[src/rtl/sem_mem_fifo_connector.sv]
// sem_mem_fifo_connector: WIDTH-bit, DEPTH-entry FIFO mailbox from semaphore A to semaphore B
// with occupancy count, sticky overflow flag and synchronous flush.
module sem_mem_fifo_connector #(
    parameter int WIDTH = 1,
    parameter int DEPTH = 4,
    parameter int CW    = $clog2(DEPTH + 1)
) (
    input  logic             clk_s,
    input  logic             rstn_s,
    input  logic             sema_write_o_s_A,
    input  logic [WIDTH-1:0] sema_data_o_s_A,
    output logic             sema_is_empty_i_s_A,
    output logic             sema_valid_i_s_B,
    output logic [WIDTH-1:0] sema_data_i_s_B,
    input  logic             sema_ready_o_s_B,
    input  logic             sema_flush,
    output logic [CW-1:0]    sema_count,
    output logic             sema_overflow
);
    localparam int PW = DEPTH > 1 ? $clog2(DEPTH) : 1;

    logic [WIDTH-1:0] mem [DEPTH];
    logic [PW-1:0]    wr_ptr, rd_ptr;
    logic [CW-1:0]    count;
    logic             overflow;
    logic             full, push, pop;

    // Explicit wrap keeps non-power-of-two depths inside the array.
    function automatic logic [PW-1:0] nxt(input logic [PW-1:0] p);
        return (p == PW'(DEPTH - 1)) ? '0 : p + 1'b1;
    endfunction

    // Fullness uses the registered count only, so a same-cycle pop never frees room for a push.
    always_comb begin
        full = count == CW'(DEPTH);
        push = sema_write_o_s_A & ~full & ~sema_flush;
        pop  = sema_ready_o_s_B & (count != '0) & ~sema_flush;
    end

    always_ff @(posedge clk_s or negedge rstn_s) begin
        if (!rstn_s) begin
            wr_ptr   <= '0;
            rd_ptr   <= '0;
            count    <= '0;
            overflow <= 1'b0;
        end else if (sema_flush) begin
            wr_ptr   <= '0;
            rd_ptr   <= '0;
            count    <= '0;
            overflow <= 1'b0;
        end else begin
            if (push) wr_ptr <= nxt(wr_ptr);
            if (pop) rd_ptr <= nxt(rd_ptr);
            if (push && !pop) count <= count + 1'b1;
            else if (pop && !push) count <= count - 1'b1;
            if (sema_write_o_s_A && full) overflow <= 1'b1;
        end
    end

    always_ff @(posedge clk_s) begin
        if (push) mem[wr_ptr] <= sema_data_o_s_A;
    end

    always_comb begin
        sema_is_empty_i_s_A = ~full;
        sema_valid_i_s_B    = count != '0;
        sema_data_i_s_B     = (count != '0) ? mem[rd_ptr] : '0;
        sema_count          = count;
        sema_overflow       = overflow;
    end
endmodule

[config.mk]
export PLATFORM = sky130hd
export DESIGN_NAME = sem_mem_fifo_connector
export DESIGN_NICKNAME = d
export VERILOG_FILES = /design/src/rtl/sem_mem_fifo_connector.sv
export SDC_FILE = /design/constraint.sdc
export NUM_CORES = 1
export LEC_CHECK = 0
export CAP_MARGIN = 20
export CORE_AREA = 2 2 43 45
export DETAILED_ROUTE_END_ITERATION = 10
export DIE_AREA = 0 0 45 47
export GPL_TIMING_DRIVEN = 0
export PLACE_DENSITY = 0.85
export SKIP_CTS_REPAIR_TIMING = 1
export SLEW_MARGIN = 25
export SYNTH_ARGS = -nofsm -noshare
export SYNTH_HDL_FRONTEND = slang
export SYNTH_SLANG_ARGS = --single-unit
[constraint.sdc]
create_clock -name clk_s -period 6.29 [get_ports clk_s]
set_clock_uncertainty 0.05 [all_clocks]
set_input_delay 0.629 -clock clk_s [delete_from_list [all_inputs] [get_ports clk_s]]
set_output_delay 0.629 -clock clk_s [all_outputs]
set_load 0.02 [all_outputs]
==> results of run 1 <==
## cell usage in the layout, fill, tap and decap left out, types with 2 or more instances in the layout
master           instances
edfxtp_1                 4
clkdlybuf4s50_1         10
nor2_1                   7
a21oi_1                  6
buf_6                    3
and2_1                   6
dfrtp_1                  8
ha_1                     5
or3_1                    3
nand2b_1                 2
inv_1                    4
nand3b_1                 2
mux2i_1                  3
clkbuf_4                 3
buf_4                    2
nand3_1                  3
## critical path, stage by stage, from the launching register on
cell             delay (ns)
dfrtp_1                0.44
buf_4                  0.19
or3_1                  0.36
and2_1                 0.14
clkdlybuf4s50_1        0.53
## layout make-up
cell class	instances	area [µm²]	area share (%)
Sequential cell	12	320	32.2
Buffer	6	52.6	5.28
Clock buffer	4	36.3	3.64
Timing Repair Buffer	10	100	10.1
Tap cell	17	21.3	2.14
Multi-Input combinational cell	55	440	44.2
Inverter	6	25.0	2.51
## cell families (layout without fill, tap and decap cells)
kind of cell,after synthesis,after routing,share of synthesized area (%)
simple gates,27,27,19.7
compound gates,17,17,15.7
flops,12,12,38.2
buf+inv,12,26,9.25
fa+ha+maj,6,6,9.85
mux,4,4,6.27
xor+xnor,1,1,1.04
## per-stage QoR
step                setup slack (ns)  instances
finish                          3.66        110
global route                    3.57        110
CTS                             3.65        110
detailed placement              3.52        106
global placement                3.54        106
floorplan                       3.85         79
## per-layer routing
metal,part of all wire (%),vias to the layer above,track usage [%]
met5,0,-,0
met4,1.9,0,7.06
met3,4.7,5,2.31
met2,51,27,29.7
met1,43,293,21.7
li1,-,312,-
## power groups by stage
stage	Clock, mW	Sequential [mW]	Combinational, mW
2_1_floorplan	0	0.112	0.104
3_3_place_gp	0	0.105	0.153
3_5_place_dp	0	0.107	0.160
4_1_cts	0.0629	0.105	0.161
5_1_grt	0.0653	0.106	0.177
6_report	0.0631	0.104	0.161
## registers in the layout, indices dropped and copies added (netlist names)
register       cells
mem                4
wr_ptr             2
rd_ptr             2
sema_count         3
sema_overflow      1
## worst max path at each step
stage	from	to	slack [ns]	cells after the start
after global placement	sema_ready_o_s_B	sema_count[2]	3.54	7
after floorplan	sema_flush	sema_count[2]	3.85	8
after global routing	sema_count[1]	sema_data_i_s_B	3.57	4
final	sema_count[1]	sema_data_i_s_B	3.66	4
after CTS	sema_count[1]	sema_data_i_s_B	3.65	4
after detailed placement	sema_ready_o_s_B	sema_count[2]	3.52	7
==> reports/qor.csv, run 1 <==
stage;metric;value;unit
power_and_ir_drop;p_sw_share;37.1;%
detailed_routing;drc;0;
synth;ys_warn_count;0;
detailed_routing;viasPerCell;5.79;
synth;syn-num-nets;91;
power_and_ir_drop;p_sw;122;µW
cts;clock-sinks;12;
power_and_ir_drop;power.density;330;mW/mm²
die;fp-row-count;15;
setup_path;ff2ff_path_depth;8;
power_and_ir_drop;power_frac_clock;19.2;%
detailed_routing;vias;637;
hold_path;min_from;sema_overflow;
die;coreArea;0.00165;mm²
cts;cts_tree;built;
cts;clk_pin_slew;0.08;ns
placed_design;dpl_cell_area;960;µm²
setup_path;reg2reg_from;sema_count[2];
synth;synthTopCellsByArea;dfrtp_1 24%, edfxtp_1 14%, ha_1 7.5%, and2_1 4.5%, buf_6 4.0%;
synth;netlist_top_cells_count;8 x dfrtp_1, 7 x nor2_1, 6 x a21oi_1, 6 x and2_1, 5 x ha_1;
setup_path;cp_max_fo;10;
placed_design;portBuffers;10;
cts;ctsLongestPathBuffers;2;
finish;final_util;60.3;%
sta;slew_violations;0;
sta;setup_viol;0;
die;dieArea;0.00212;mm²
setup_path;cp-start-kind;flip-flop;
placed_design;hpwl;1.15;mm
status;run_status;finished, final reports clean;
cts;root_buffer;clkbuf_4;
hold_path;min_to;sema_overflow;
synth;synth_cell_types;35;
grt;grt_pass1_vias;591;
hold_path;hp-class;flip-flop to flip-flop;
sta;min_period;2.63;ns
job;maxCapViolations;0;
finish;layout-drive-gt1-share;17.2;%
sta;fin_hold_ws;0.462;ns
synth;syn_inst;79;
synth;synth_seq_cells;12;
cts;cts_made_buffers;3;
sta;layout_worst_path_cycle_share;41.8;%
finish;n_antenna_cell;0;
power_and_ir_drop;comb_power_share;49.0;%
grt;grt_max_degree;11;
die;start_util;50.8;%
synth;synth.most_common_cell;dfrtp_1;
finish;finalInstanceArea;996;µm²
synth;synth_largest_area_cell;dfrtp_1;
setup_path;worstSetupPathType;flip-flop to output pin;
detailed_routing;wl_per_cell;14.2;µm
grt;grt.overflow.total;0;
cts;clk_latency;0.28;ns
synth;synth_area_per_cell;10.6;µm²
die;ios;13;
synth;synth_edf_count;4;
detailed_routing;drt-total-wl;1.56;mm
sta;slew_headroom;69.3;%
grt;grtUsageTotal;17.2;%
placed_design;gp_congestion;0.792;
detailed_routing;drt_iter0_markers;14;
sta;worst_slew_pin_slew;0.461;ns
die;die_h;47;µm
synth;syn_area;838;µm²
setup_path;regToRegSetupSlack;3.83;ns
sta;hold_viol_final;0;
detailed_routing;drtAntennaViolNets;0;
sta;rsz0062_at_grt;no;
power_and_ir_drop;pwr-share-seq;31.8;%
setup_path;cp_data_required_time;5.61;ns
finish;syn2layout_area_growth;18.8;%
synth;synth-async-reset-ratio;66.7;%
setup_path;endpoint_kind;output pin;
die;die_w;45;µm
finish;final_nets;106;
power_and_ir_drop;p_int;206;µW
setup_path;r2r_end;sema_count[2];
power_and_ir_drop;peakVddDrop;179;µV
power_and_ir_drop;power;329;µW
detailed_routing;drt_first_pass_iters;4;
sta;fmax;380;MHz
synth;synth_top_flop_cell;dfrtp_1;
grt;grt_pass1_wl;2.58;mm
finish;n_fill_cell;140;
cts;htreeDepth;1;
sta;tns;0;ns
setup_path;critPathArrivalTime;1.95;ns
grt;antenna_found_initial;0;
hold_path;hold_path_depth;2;
synth;synth_top_area_share;23.9;%
synth;yosysSeqAreaShare;38.2;%
power_and_ir_drop;p_leak;0.410;nW
No activity file was read; power rests on OpenSTA's default activity.
==> run 2, diff against run 1 <==
Settings changed: CORE_AREA 2 2 43 45 to 2 2 46 48, DIE_AREA 0 0 45 47 to 0 0 48 50, PLACE_DENSITY 0.85 to 0.79.
Clock period 6.29 ns to 2.12 ns, I/O delays scaled along.
==> reports/qor.csv, run 2 (synthesis gave the netlist of run 1 again) <==
stage;metric;value;unit;change
status;run_status;finished with violations;;
status;violations;negative setup slack;;
detailed_routing;drtAntennaViolNets;0;;unchanged
grt;grt_pass1_vias;628;;+6.3%
setup_path;path_delay_family;compound AO/OA/AOI/OAI gates;;
die;die_w;48;µm;+6.7%
cts;clock-sinks;12;;unchanged
finish;layout-drive-gt1-share;29.0;%;+12 points
detailed_routing;drc;0;;unchanged
setup_path;worst-path-buf-inv;1;;-1
sta;layout_worst_path_cycle_share;103;%;
setup_path;cp-start-kind;flip-flop;;
job;maxCapViolations;0;;unchanged
sta;min_period;2.18;ns;
finish;finalInstanceArea;0.00109;mm²;+9.9%
cts;cts_tree;built;;
finish;mostFrequentLayoutCell;buf_4;;
sta;worst_slew_pin_slew;0.490;ns;+0.0291 ns
placed_design;gp_congestion;0.709;;-10%
setup_path;worstSetupPathType;flip-flop to flip-flop;;
cts;clk_latency;0.27;ns;about the same
power_and_ir_drop;power.density;925;mW/mm²;+180%
cts;root_buffer;clkbuf_4;;
setup_path;regToRegSetupSlack;-0.06;ns;-3.89 ns
cts;ctsLongestPathBuffers;2;;unchanged
sta;hold_viol_final;0;;unchanged
die;fp-row-count;16;;+1
cts;htreeDepth;1;;unchanged
detailed_routing;drt_iter0_markers;11;;-3
finish;syn2layout_area_growth;30.6;%;
sta;setup_viol;2;;+2
grt;grt_pass1_wl;2.72;mm;+5.3%
sta;setup_ws;-0.0555;ns;-3.72 ns
setup_path;r2r_end;sema_count[2];;
finish;final_nets;113;;+6.6%
grt;grt.overflow.total;0;;unchanged
sta;slew_headroom;67.4;%;-1.9 points
grt;antenna_found_initial;0;;unchanged
setup_path;crit_slowest_cell;dfrtp_2;;
setup_path;path_cells;buf_6 > nor3b_4 > nor2_2 > and2_4 > fa_2 > a21bo_2 > a311oi_2 > o311a_1;;
placed_design;portBuffers;10;;unchanged
finish;top_register;mem;;
cts;clk_pin_slew;0.08;ns;about the same
detailed_routing;viasPerCell;5.16;;-11%
detailed_routing;wl_per_cell;13.1;µm;-7.8%
setup_path;cp.depth;8;;+4
finish;n_antenna_cell;0;;unchanged
hold_path;hp-class;primary input to flip-flop;;
setup_path;cp_slowest_stage_delay;0.37;ns;-0.16 ns
die;ios;13;;unchanged
setup_path;setup.worst_path.end;sema_count[2];;
sta;fmax;460;MHz;
setup_path;crit_start;sema_count[2];;
finish;n_fill_cell;166;;+19%
power_and_ir_drop;p_leak;0.471;nW;+15%
die;coreArea;0.00190;mm²;+15%
setup_path;ff2ff_path_depth;8;;unchanged
setup_path;critPathArrivalTime;2.34;ns;+0.39 ns
detailed_routing;drt_first_pass_iters;4;;unchanged
setup_path;cp_max_fo;10;;unchanged
setup_path;reg2reg_from;sema_count[2];;
finish;largest_register_ffs;4;;unchanged
die;start_util;44.1;%;-6.7 points
power_and_ir_drop;peakVddDrop;427;µV;+140%
setup_path;cp_data_required_time;2.28;ns;-3.33 ns
grt;grt_max_degree;11;;unchanged
finish;final_cell_mix;9 x buf_4, 7 x clkdlybuf4s50_1, 6 x a21oi_1, 6 x nor2_1, 6 x dfrtp_1;;
die;dieArea;0.00240;mm²;+13%
sta;slew_violations;0;;unchanged
setup_path;endpoint_kind;flip-flop;;
finish;final_util;57.6;%;-2.7 points
power_and_ir_drop;power;1.01;mW;+210%
placed_design;dpl_cell_area;991;µm²;+3.3%
grt;grtUsageTotal;15.9;%;-1.3 points
cts;cts_made_buffers;3;;unchanged
placed_design;hpwl;1.17;mm;+2.2%
detailed_routing;drt-total-wl;1.66;mm;+6.4%
die;die_h;50;µm;+6.4%
detailed_routing;vias;655;;+2.8%
sta;rsz0062_at_grt;yes;;
## run 2: cell count changes in the layout (fill, tap and decap cells not counted), sizes merged
cell,previous run,this run
buf,5,12
clkdlybuf4s50,10,7
dlymetal6s2s,0,3
clkbuf,5,4
clkinv,0,1
## run 2: worst register-to-register path: stages, from the launching register on
cell and delay [ns]:
dfrtp_2 0.37, buf_6 0.14, nor3b_4 0.31, nor2_2 0.10, and2_4 0.17, fa_2 0.37
a21bo_2 0.21, a311oi_2 0.20, o311a_1 0.19
## run 2: layout make-up
cell class              instances  area (µm²)  share of cell area (%)
plain buffers                   6        56.3                    5.14
clock buffers                   3        22.5                    2.06
clock inverters                 1        3.75                   0.343
inverters                       6        25.0                    2.29
multi-input cells              55         470                    43.0
flip-flops and latches         12         323                    29.5
well taps                      27        33.8                    3.09
repair buffers                 17         160                    14.6
## run 2: per-stage QoR
stage,setup slack (ns),std cells,setup TNS [ns],hold WS (ns)
3_5_place_dp,-0.139,116,-0.203,0.443
4_1_cts,-0.150,120,-0.341,0.171
6_report,-0.0555,127,-0.0646,0.169
2_1_floorplan,-0.00988,79,-0.00988,-0.134
3_3_place_gp,-0.125,116,-0.174,0.437
5_1_grt,-0.153,127,-0.234,0.176
## run 2: power breakdown
| part | internal, mW | switching (mW) | total, mW |
|---|---|---|---|
| registers | 0.275 | 0.0413 | 0.316 |
| logic | 0.283 | 0.263 | 0.546 |
| clock network | 0.0681 | 0.0821 | 0.150 |
| total | 0.626 | 0.386 | 1.01 |
## run 2: worst min-delay path by stage
stage	start	to	cells after the start
3_3_place_gp	sema_overflow	sema_overflow	2
2_1_floorplan	rstn_s	rd_ptr[0]	0
5_1_grt	sema_write_o_s_A	wr_ptr[1]	3
3_5_place_dp	sema_overflow	sema_overflow	2
6_report	sema_write_o_s_A	wr_ptr[1]	3
4_1_cts	sema_write_o_s_A	wr_ptr[1]	3
## run 2: metal layers
| metal | track usage [%] | up-vias | routed length, µm |
|---|---|---|---|
| li1 | - | 326 | - |
| met1 | 19.7 | 308 | 695 |
| met2 | 26.0 | 17 | 889 |
| met3 | 3.66 | 4 | 53 |
| met4 | 5.41 | 0 | 23 |
| met5 | 0 | - | 0 |
